## src/rtl/multi_clock_divider_if.sv

```systemverilog
// -----------------------------------------------------------------------------
// multi_clock_divider_if
// Bundles the per-channel enables, the ratio-programming port and the divided
// clock outputs of multi_clock_divider.
//   en_i       per-channel run enable (level)
//   cfg_we_i   ratio write strobe
//   cfg_ch_i   channel index for the ratio write
//   cfg_div_i  requested ratio N (period = N clock cycles)
//   clk_out_o  divided clocks
//   tick_o     one-cycle pulse in the first cycle of every period
//   busy_o     channel is running
// The "master" modport drives enables/configuration; "slave" is the divider.
// -----------------------------------------------------------------------------
interface multi_clock_divider_if #(
   parameter int NUM_CH = 4,
   parameter int CNT_W  = 16
);
   localparam int CH_W = (NUM_CH > 1) ? $clog2(NUM_CH) : 1;

   logic [NUM_CH-1:0] en_i;
   logic              cfg_we_i;
   logic [CH_W-1:0]   cfg_ch_i;
   logic [CNT_W-1:0]  cfg_div_i;
   logic [NUM_CH-1:0] clk_out_o;
   logic [NUM_CH-1:0] tick_o;
   logic [NUM_CH-1:0] busy_o;

   modport master (
      output en_i, cfg_we_i, cfg_ch_i, cfg_div_i,
      input  clk_out_o, tick_o, busy_o
   );

   modport slave (
      input  en_i, cfg_we_i, cfg_ch_i, cfg_div_i,
      output clk_out_o, tick_o, busy_o
   );
endinterface

```

## src/rtl/multi_clock_divider.sv

```systemverilog
// -----------------------------------------------------------------------------
// multi_clock_divider
// NUM_CH independent clock dividers running from one clock. Each channel has a
// programmable ratio register; the ratio actually used (active_div) is only
// reloaded at a period boundary, so reprogramming never produces a runt pulse.
// Dropping a channel's enable lets the current period finish before the
// output parks low.
// Ports:
//   clk_i   single clock, all logic on its rising edge
//   rst_i   synchronous active-high reset
//   bus     multi_clock_divider_if.slave (enables, ratio writes, outputs)
// Outputs clk_out_o, tick_o and busy_o are all driven straight from flops.
// -----------------------------------------------------------------------------
module multi_clock_divider #(
   parameter int NUM_CH      = 4,
   parameter int CNT_W       = 16,
   parameter int DEFAULT_DIV = 2
) (
   input logic                  clk_i,
   input logic                  rst_i,
   multi_clock_divider_if.slave bus
);
   localparam int CH_W = (NUM_CH > 1) ? $clog2(NUM_CH) : 1;

   localparam logic [CNT_W-1:0] DIV_MIN   = CNT_W'(32'd2);
   localparam logic [CNT_W-1:0] DIV_RESET = CNT_W'(DEFAULT_DIV);
   localparam logic [CNT_W-1:0] CNT_ONE   = CNT_W'(32'd1);
   localparam logic [CNT_W-1:0] CNT_ZERO  = {CNT_W{1'b0}};

   typedef enum logic {
      ST_IDLE = 1'b0,
      ST_RUN  = 1'b1
   } state_t;

   state_t                        state_r [NUM_CH];
   state_t                        state_s [NUM_CH];
   logic [NUM_CH-1:0][CNT_W-1:0]  div_reg_r;
   logic [NUM_CH-1:0][CNT_W-1:0]  div_reg_s;
   logic [NUM_CH-1:0][CNT_W-1:0]  active_div_r;
   logic [NUM_CH-1:0][CNT_W-1:0]  active_div_s;
   logic [NUM_CH-1:0][CNT_W-1:0]  cnt_r;
   logic [NUM_CH-1:0][CNT_W-1:0]  cnt_s;
   logic [NUM_CH-1:0][CNT_W:0]    cnt_inc_s;
   logic [NUM_CH-1:0][CNT_W-1:0]  half_s;
   logic [NUM_CH-1:0]             clk_out_r;
   logic [NUM_CH-1:0]             clk_out_s;
   logic [NUM_CH-1:0]             tick_r;
   logic [NUM_CH-1:0]             tick_s;
   logic [NUM_CH-1:0]             busy_r;
   logic [NUM_CH-1:0]             busy_s;

   // Ratios below 2 cannot form a high and a low phase, so they clamp to 2.
   function automatic logic [CNT_W-1:0] clamp_div(input logic [CNT_W-1:0] req);
      logic [CNT_W-1:0] res;
      if (req < DIV_MIN) begin
         res = DIV_MIN;
      end else begin
         res = req;
      end
      return res;
   endfunction

   // Ratio register update; an index with no matching channel writes nothing.
   always_comb begin
      div_reg_s = div_reg_r;
      for (int ch = 0; ch < NUM_CH; ch++) begin
         if (bus.cfg_we_i && (bus.cfg_ch_i == CH_W'(ch))) begin
            div_reg_s[ch] = clamp_div(bus.cfg_div_i);
         end else begin
            div_reg_s[ch] = div_reg_r[ch];
         end
      end
   end

   // Per-channel next state: counter, active ratio and registered outputs.
   always_comb begin
      for (int ch = 0; ch < NUM_CH; ch++) begin
         state_s[ch]      = state_r[ch];
         cnt_s[ch]        = cnt_r[ch];
         active_div_s[ch] = active_div_r[ch];
         clk_out_s[ch]    = 1'b0;
         tick_s[ch]       = 1'b0;
         busy_s[ch]       = 1'b0;
         // High phase lasts floor(N/2) cycles; the output for the next
         // cycle is decided from the counter value it will hold then.
         cnt_inc_s[ch]    = {1'b0, cnt_r[ch]} + {1'b0, CNT_ONE};
         half_s[ch]       = active_div_r[ch] >> 1;

         case (state_r[ch])
            ST_IDLE: begin
               cnt_s[ch] = CNT_ZERO;
               if (bus.en_i[ch]) begin
                  state_s[ch]      = ST_RUN;
                  active_div_s[ch] = div_reg_r[ch];
                  clk_out_s[ch]    = 1'b1;
                  tick_s[ch]       = 1'b1;
                  busy_s[ch]       = 1'b1;
               end else begin
                  state_s[ch]      = ST_IDLE;
               end
            end
            ST_RUN: begin
               busy_s[ch] = 1'b1;
               if (cnt_r[ch] != (active_div_r[ch] - CNT_ONE)) begin
                  cnt_s[ch]     = cnt_inc_s[ch][CNT_W-1:0];
                  clk_out_s[ch] = (cnt_inc_s[ch] < {1'b0, half_s[ch]});
               end else if (bus.en_i[ch]) begin
                  // Boundary: the ratio register value from before any
                  // same-cycle write is what the new period uses.
                  cnt_s[ch]        = CNT_ZERO;
                  active_div_s[ch] = div_reg_r[ch];
                  clk_out_s[ch]    = 1'b1;
                  tick_s[ch]       = 1'b1;
               end else begin
                  state_s[ch] = ST_IDLE;
                  cnt_s[ch]   = CNT_ZERO;
                  busy_s[ch]  = 1'b0;
               end
            end
            default: begin
               state_s[ch]      = ST_IDLE;
               cnt_s[ch]        = CNT_ZERO;
               active_div_s[ch] = div_reg_r[ch];
            end
         endcase
      end
   end

   // State, counter, ratio and output registers with synchronous reset.
   always_ff @(posedge clk_i) begin
      if (rst_i) begin
         for (int ch = 0; ch < NUM_CH; ch++) begin
            state_r[ch] <= ST_IDLE;
         end
         div_reg_r    <= {NUM_CH{DIV_RESET}};
         active_div_r <= {NUM_CH{DIV_RESET}};
         cnt_r        <= {NUM_CH{CNT_ZERO}};
         clk_out_r    <= {NUM_CH{1'b0}};
         tick_r       <= {NUM_CH{1'b0}};
         busy_r       <= {NUM_CH{1'b0}};
      end else begin
         for (int ch = 0; ch < NUM_CH; ch++) begin
            state_r[ch] <= state_s[ch];
         end
         div_reg_r    <= div_reg_s;
         active_div_r <= active_div_s;
         cnt_r        <= cnt_s;
         clk_out_r    <= clk_out_s;
         tick_r       <= tick_s;
         busy_r       <= busy_s;
      end
   end

   assign bus.clk_out_o = clk_out_r;
   assign bus.tick_o    = tick_r;
   assign bus.busy_o    = busy_r;

   multi_clock_divider_chk #(
      .NUM_CH (NUM_CH),
      .CNT_W  (CNT_W)
   ) u_chk (
      .clk_i      (clk_i),
      .rst_i      (rst_i),
      .div_reg    (div_reg_r),
      .active_div (active_div_r),
      .cnt        (cnt_r),
      .clk_out    (clk_out_r),
      .tick       (tick_r),
      .busy       (busy_r)
   );
endmodule

// -----------------------------------------------------------------------------
// multi_clock_divider_chk
// Invariants of every channel: counter stays inside the active period, ratios
// never drop below 2, ticks only occur on a running, high output, and an idle
// channel is fully parked.
// -----------------------------------------------------------------------------
module multi_clock_divider_chk #(
   parameter int NUM_CH = 4,
   parameter int CNT_W  = 16
) (
   input logic                         clk_i,
   input logic                         rst_i,
   input logic [NUM_CH-1:0][CNT_W-1:0] div_reg,
   input logic [NUM_CH-1:0][CNT_W-1:0] active_div,
   input logic [NUM_CH-1:0][CNT_W-1:0] cnt,
   input logic [NUM_CH-1:0]            clk_out,
   input logic [NUM_CH-1:0]            tick,
   input logic [NUM_CH-1:0]            busy
);
   localparam logic [CNT_W-1:0] DIV_MIN  = CNT_W'(32'd2);
   localparam logic [CNT_W-1:0] CNT_ZERO = {CNT_W{1'b0}};

   // Per-channel invariant checks on the registered state.
   always @(posedge clk_i) begin
      if (!rst_i) begin
         for (int c = 0; c < NUM_CH; c++) begin
            assert (cnt[c] < active_div[c]);
            assert (active_div[c] >= DIV_MIN);
            assert (div_reg[c] >= DIV_MIN);
            assert (!tick[c] || (clk_out[c] && busy[c]));
            assert (busy[c] || (!clk_out[c] && (cnt[c] == CNT_ZERO)));
         end
      end
   end
endmodule
```

## src/flat_wrapper.sv

```systemverilog
// flat-port wrapper written by rule: the top's interface ports become plain ports
module multi_clock_divider_flat 
#(
   parameter int NUM_CH      = 4,
   parameter int CNT_W       = 16,
   parameter int DEFAULT_DIV = 2
)
  (clk_i, rst_i, bus_en_i, bus_cfg_we_i, bus_cfg_ch_i, bus_cfg_div_i, bus_clk_out_o, bus_tick_o, bus_busy_o);
  multi_clock_divider_if #(.NUM_CH(NUM_CH), .CNT_W(CNT_W)) bus_i ();
  input logic clk_i;
  input logic rst_i;
  input wire logic [$bits(bus_i.en_i)-1:0] bus_en_i;
  input wire logic [$bits(bus_i.cfg_we_i)-1:0] bus_cfg_we_i;
  input wire logic [$bits(bus_i.cfg_ch_i)-1:0] bus_cfg_ch_i;
  input wire logic [$bits(bus_i.cfg_div_i)-1:0] bus_cfg_div_i;
  output wire logic [$bits(bus_i.clk_out_o)-1:0] bus_clk_out_o;
  output wire logic [$bits(bus_i.tick_o)-1:0] bus_tick_o;
  output wire logic [$bits(bus_i.busy_o)-1:0] bus_busy_o;
  assign bus_i.en_i = bus_en_i;
  assign bus_i.cfg_we_i = bus_cfg_we_i;
  assign bus_i.cfg_ch_i = bus_cfg_ch_i;
  assign bus_i.cfg_div_i = bus_cfg_div_i;
  assign bus_clk_out_o = bus_i.clk_out_o;
  assign bus_tick_o = bus_i.tick_o;
  assign bus_busy_o = bus_i.busy_o;
  multi_clock_divider #(.NUM_CH(NUM_CH), .CNT_W(CNT_W), .DEFAULT_DIV(DEFAULT_DIV)) u_core (.clk_i(clk_i), .rst_i(rst_i), .bus(bus_i));
endmodule
```

## config.mk

```make
export PLATFORM = sky130hd
export DESIGN_NAME = multi_clock_divider_flat
export DESIGN_NICKNAME = d
export VERILOG_FILES = /design/src/rtl/multi_clock_divider_if.sv /design/src/rtl/multi_clock_divider.sv /design/src/flat_wrapper.sv
export SDC_FILE = /design/constraint.sdc
export NUM_CORES = 1
export LEC_CHECK = 0
export BUFFER_PORTS_ARGS = -buffer_cell sky130_fd_sc_hd__buf_2
export CORE_AREA = 2 2 156 189
export CTS_CLUSTER_SIZE = 12
export DETAILED_ROUTE_END_ITERATION = 8
export DIE_AREA = 0 0 158 191
export GPL_TIMING_DRIVEN = 0
export SLEW_MARGIN = 20
export SYNTH_ARGS = -nofsm -noshare
export SYNTH_HDL_FRONTEND = slang
export SYNTH_HIERARCHICAL = 1
export SYNTH_SLANG_ARGS = --single-unit
```

## constraint.sdc

```tcl
create_clock -name clk_i -period 5.13 [get_ports clk_i]
set_clock_uncertainty 0.2 [all_clocks]
set_input_delay 0.7695 -clock clk_i [delete_from_list [all_inputs] [get_ports clk_i]]
set_output_delay 0.7695 -clock clk_i [all_outputs]
set_load 0.05 [all_outputs]
```

==> impl_metrics.csv <==
group,metric,value,unit
synthesis,syn_inst,1346,
sta,hold_viol,0,
floorplanning,ioPinCount,37,
synthesis,syn_nets,1435,
clock_tree,ctsResizeCount,0,
floorplanning,coreArea,28400,um^2
setup_path,crit_buf_inv,2,
synthesis,yosys.area.top_type_share,36.4,%
synthesis,synth_top_area_cell,"dfxtp_1",
setup_path,crit_start,"u_core/active_div_r[32]",
finish,syn_to_final_growth,12.4,%
clock_tree,clkSlewWorstSetupHoldPaths,0.06,ns
setup_path,r2r_end,"u_core/bus.clk_out_o[2]",
sta,fin_crit_sh,71.8,%
synthesis,synthTopCellsByArea,"dfxtp_1, ha_1, xnor2_1, nand2_1, a21oi_1",
synthesis,synth_area_per_cell,8.34,um^2
grt,grt_busiest_layer,"met2",
flow_run,cap_violations,0,
synthesis,ys_seq_elements,204,
floorplanning,die_h,191,um
drt,ant_nets,0,
drt,drcViolationCount,0,
grt,grt_usage,18.4,%
synthesis,synth_edf_count,0,
sta,setup_viol,0,
finish,multi_input_area,6530,um^2
clock_tree,hold_buffers,0,
drt,drtPass1Iterations,4,
grt,grt_pass1_wl,45300,um
setup_path,cp-end-kind,"register",
finish,ff_latch_area,4080,um^2
grt,use_met2,32.6,%
setup_path,regToRegStartpoint,"u_core/active_div_r[32]",
synthesis,synth-async-reset-ratio,0,%
finish,final_common_cell,"dfxtp_1",
sta,period_needed,3.68,ns
drt,routed_via_density,5.09,
power,power,0.00364,W
finish,diodes,0,
setup_path,r2r_cells,10,
clock_tree,cts_tree,"built",
grt,grt.overflow.total,0,
grt,grt_max_degree,13,
grt,grt_use_met1,23.5,%
power,max-vdd-ir-drop,211,uV
drt,vias,9197,
clock_tree,numCtsBuffers,23,
worst_hold_path,hold_depth,2,
finish,nFillCells,2924,
floorplanning,die_w,158,um
finish,layout.nets,1494,
setup_path,setup.worst_path.start_class,"register",
synthesis,synth-seq-area-share,36.4,%
setup_path,arrival,3.83,ns
sta,worst_pin_slew,0.897,ns
place,gp_congestion,0.840,
drt,drt_iter0_drc,341,
clock_tree,clk_path_buf_depth,3,
setup_path,rrSetupSlack,1.45,ns
place,io_buffers,34,
power,powerDensity,289,nW/um^2
sta,rsz0062_at_grt,"false",
clock_tree,cts_max_level,1,
place,post-dp-hpwl,20800,um
worst_hold_path,hold_end,"u_core/div_reg_r[62]",
synthesis,synthesis.area,11200,um^2
grt,grt_use_met3,2.54,%
clock_tree,clkLatencyLatePin,0.51,ns
sta,hold_ws,0.256,ns
synthesis,synth_warnings,6,
sta,max_freq,0.272,GHz
clock_tree,cts_sinks,204,
worst_hold_path,worstHoldStart,"u_core/div_reg_r[62]",
worst_hold_path,holdCritPathClass,"reg2reg",
sta,tns,0,ns
floorplanning,placementRows,68,
setup_path,slowest_stage,"nor3b_1",
finish,drive_above_1_share,7.88,%
synthesis,ys_types,75,
clock_tree,postCtsSetupBuffers,0,
setup_path,cp_top_family,"simple AND/OR/NAND/NOR gates",
drt,wl,27500,um
drt,wl_per_cell,15.2,um
grt,grt_pass1_vias,9034,
power,leakagePower,4.89,nW
status,status,"finished, final reports clean",
setup_path,crit_fanout,10,
sta,relSlewSlack,40.0,%
sta,drv_slew,0,
setup_path,max_stage_delay,0.76,ns
setup_path,worstPathCellList,"inv_1 > ha_1 > nor3b_1 > nand2_1 > o41a_1 > o41ai_2 > nand3b_1 > nand2b_1 > buf_2 > o22ai_1",
synthesis,synth_ff_type,"dfxtp_1",
floorplanning,floorplan.initialDensity,39.5,%
grt,antenna_found_initial,0,
setup_path,critPathRequiredTime,5.28,ns
finish,layout_common_cells,"dfxtp_1, nand2_1, nor2_1",
clock_tree,cts_root_buffer,"clkbuf_16",
floorplanning,dieArea,30200,um^2
setup_path,path_class,"reg2reg",
stage by stage:
step | setup slack, ns | util [%] | cell area [um^2] | std cells
2_1_floorplan | 2.14 | - | 11200 | 1346
3_3_place_gp | 1.56 | 41.8 | 11900 | 1765
3_5_place_dp | 1.49 | 41.8 | 11900 | 1765
4_1_cts | 1.47 | 44.4 | 12600 | 1806
5_1_grt | 1.15 | 44.4 | 12600 | 1806
6_report | 1.45 | 44.4 | 12600 | 1806
layout make-up:
| type | instances | area share, % |
|---|---|---|
| inverter | 82 | 2.44 |
| tap | 385 | 3.82 |
| multi-input combinational | 996 | 51.7 |
| timing repair buffer | 34 | 1.35 |
| clock buffer | 36 | 5.50 |
| sequential | 204 | 32.4 |
| buffer | 64 | 2.40 |
| clock inverter | 5 | 0.397 |
logic make-up after synthesis:
group,share of synthesized area [%]
mux,4.74
fa+ha+maj,7.14
compound gates,12.6
simple gates,23.6
buf+inv,5.44
flops,36.4
xor+xnor,10.1
worst min-delay path, delay by kind of cell (launching register included):
kind | cells | cell delay, ns
DFF | 1 | 0.31
and+or+nand+nor | 1 | 0.05
AOI/OAI and AO/OA | 1 | 0.05
worst max-delay path by stage:
stage	to	cells past startpoint
final	u_core/bus.clk_out_o[2]	10
after global routing	u_core/bus.clk_out_o[0]	11
after CTS	u_core/bus.clk_out_o[2]	10
after detailed placement	u_core/bus.clk_out_o[2]	10
after global placement	u_core/bus.clk_out_o[0]	11
after floorplan	u_core/cnt_r[25]	11
Yosys cell counts, types with 6 or more instances:
cell	n
o21a_1	9
nor3_1	23
buf_2	11
o211ai_1	6
nor2b_1	50
nand2_1	177
inv_1	82
a21oi_1	106
nand3_1	53
nand4_1	21
clkbuf_1	43
xor2_1	41
a211oi_1	8
xnor2_1	88
o21ai_0	26
mux2i_1	52
nor4_1	17
and2_1	7
a31oi_1	8
and3_1	16
a211o_1	8
nor2_1	109
dfxtp_1	204
nand3b_1	6
ha_1	64
sequential cells by signal, summed over array words and instances, names as in the netlist:
register              cells
u_core/active_div_r      64
u_core/bus.busy_o         4
u_core/bus.clk_out_o      4
u_core/bus.tick_o         4
u_core/cnt_r             64
u_core/div_reg_r         64
layer usage:
| metal | share of wire (%) | routed length (um) |
|---|---|---|
| met3 | 3.7 | 1010 |
| met4 | 1.8 | 491 |
| met1 | 46 | 12500 |
| met5 | 0 | 0 |
| met2 | 49 | 13400 |
report_power, final:
group	leakage, nW	internal, W	switching [W]
Clock	0.371	0.000973	0.000644
Combinational	2.86	0.000139	0.000234
Sequential	1.65	0.00162	0.0000325
No activity file was read; power rests on OpenSTA's default activity.
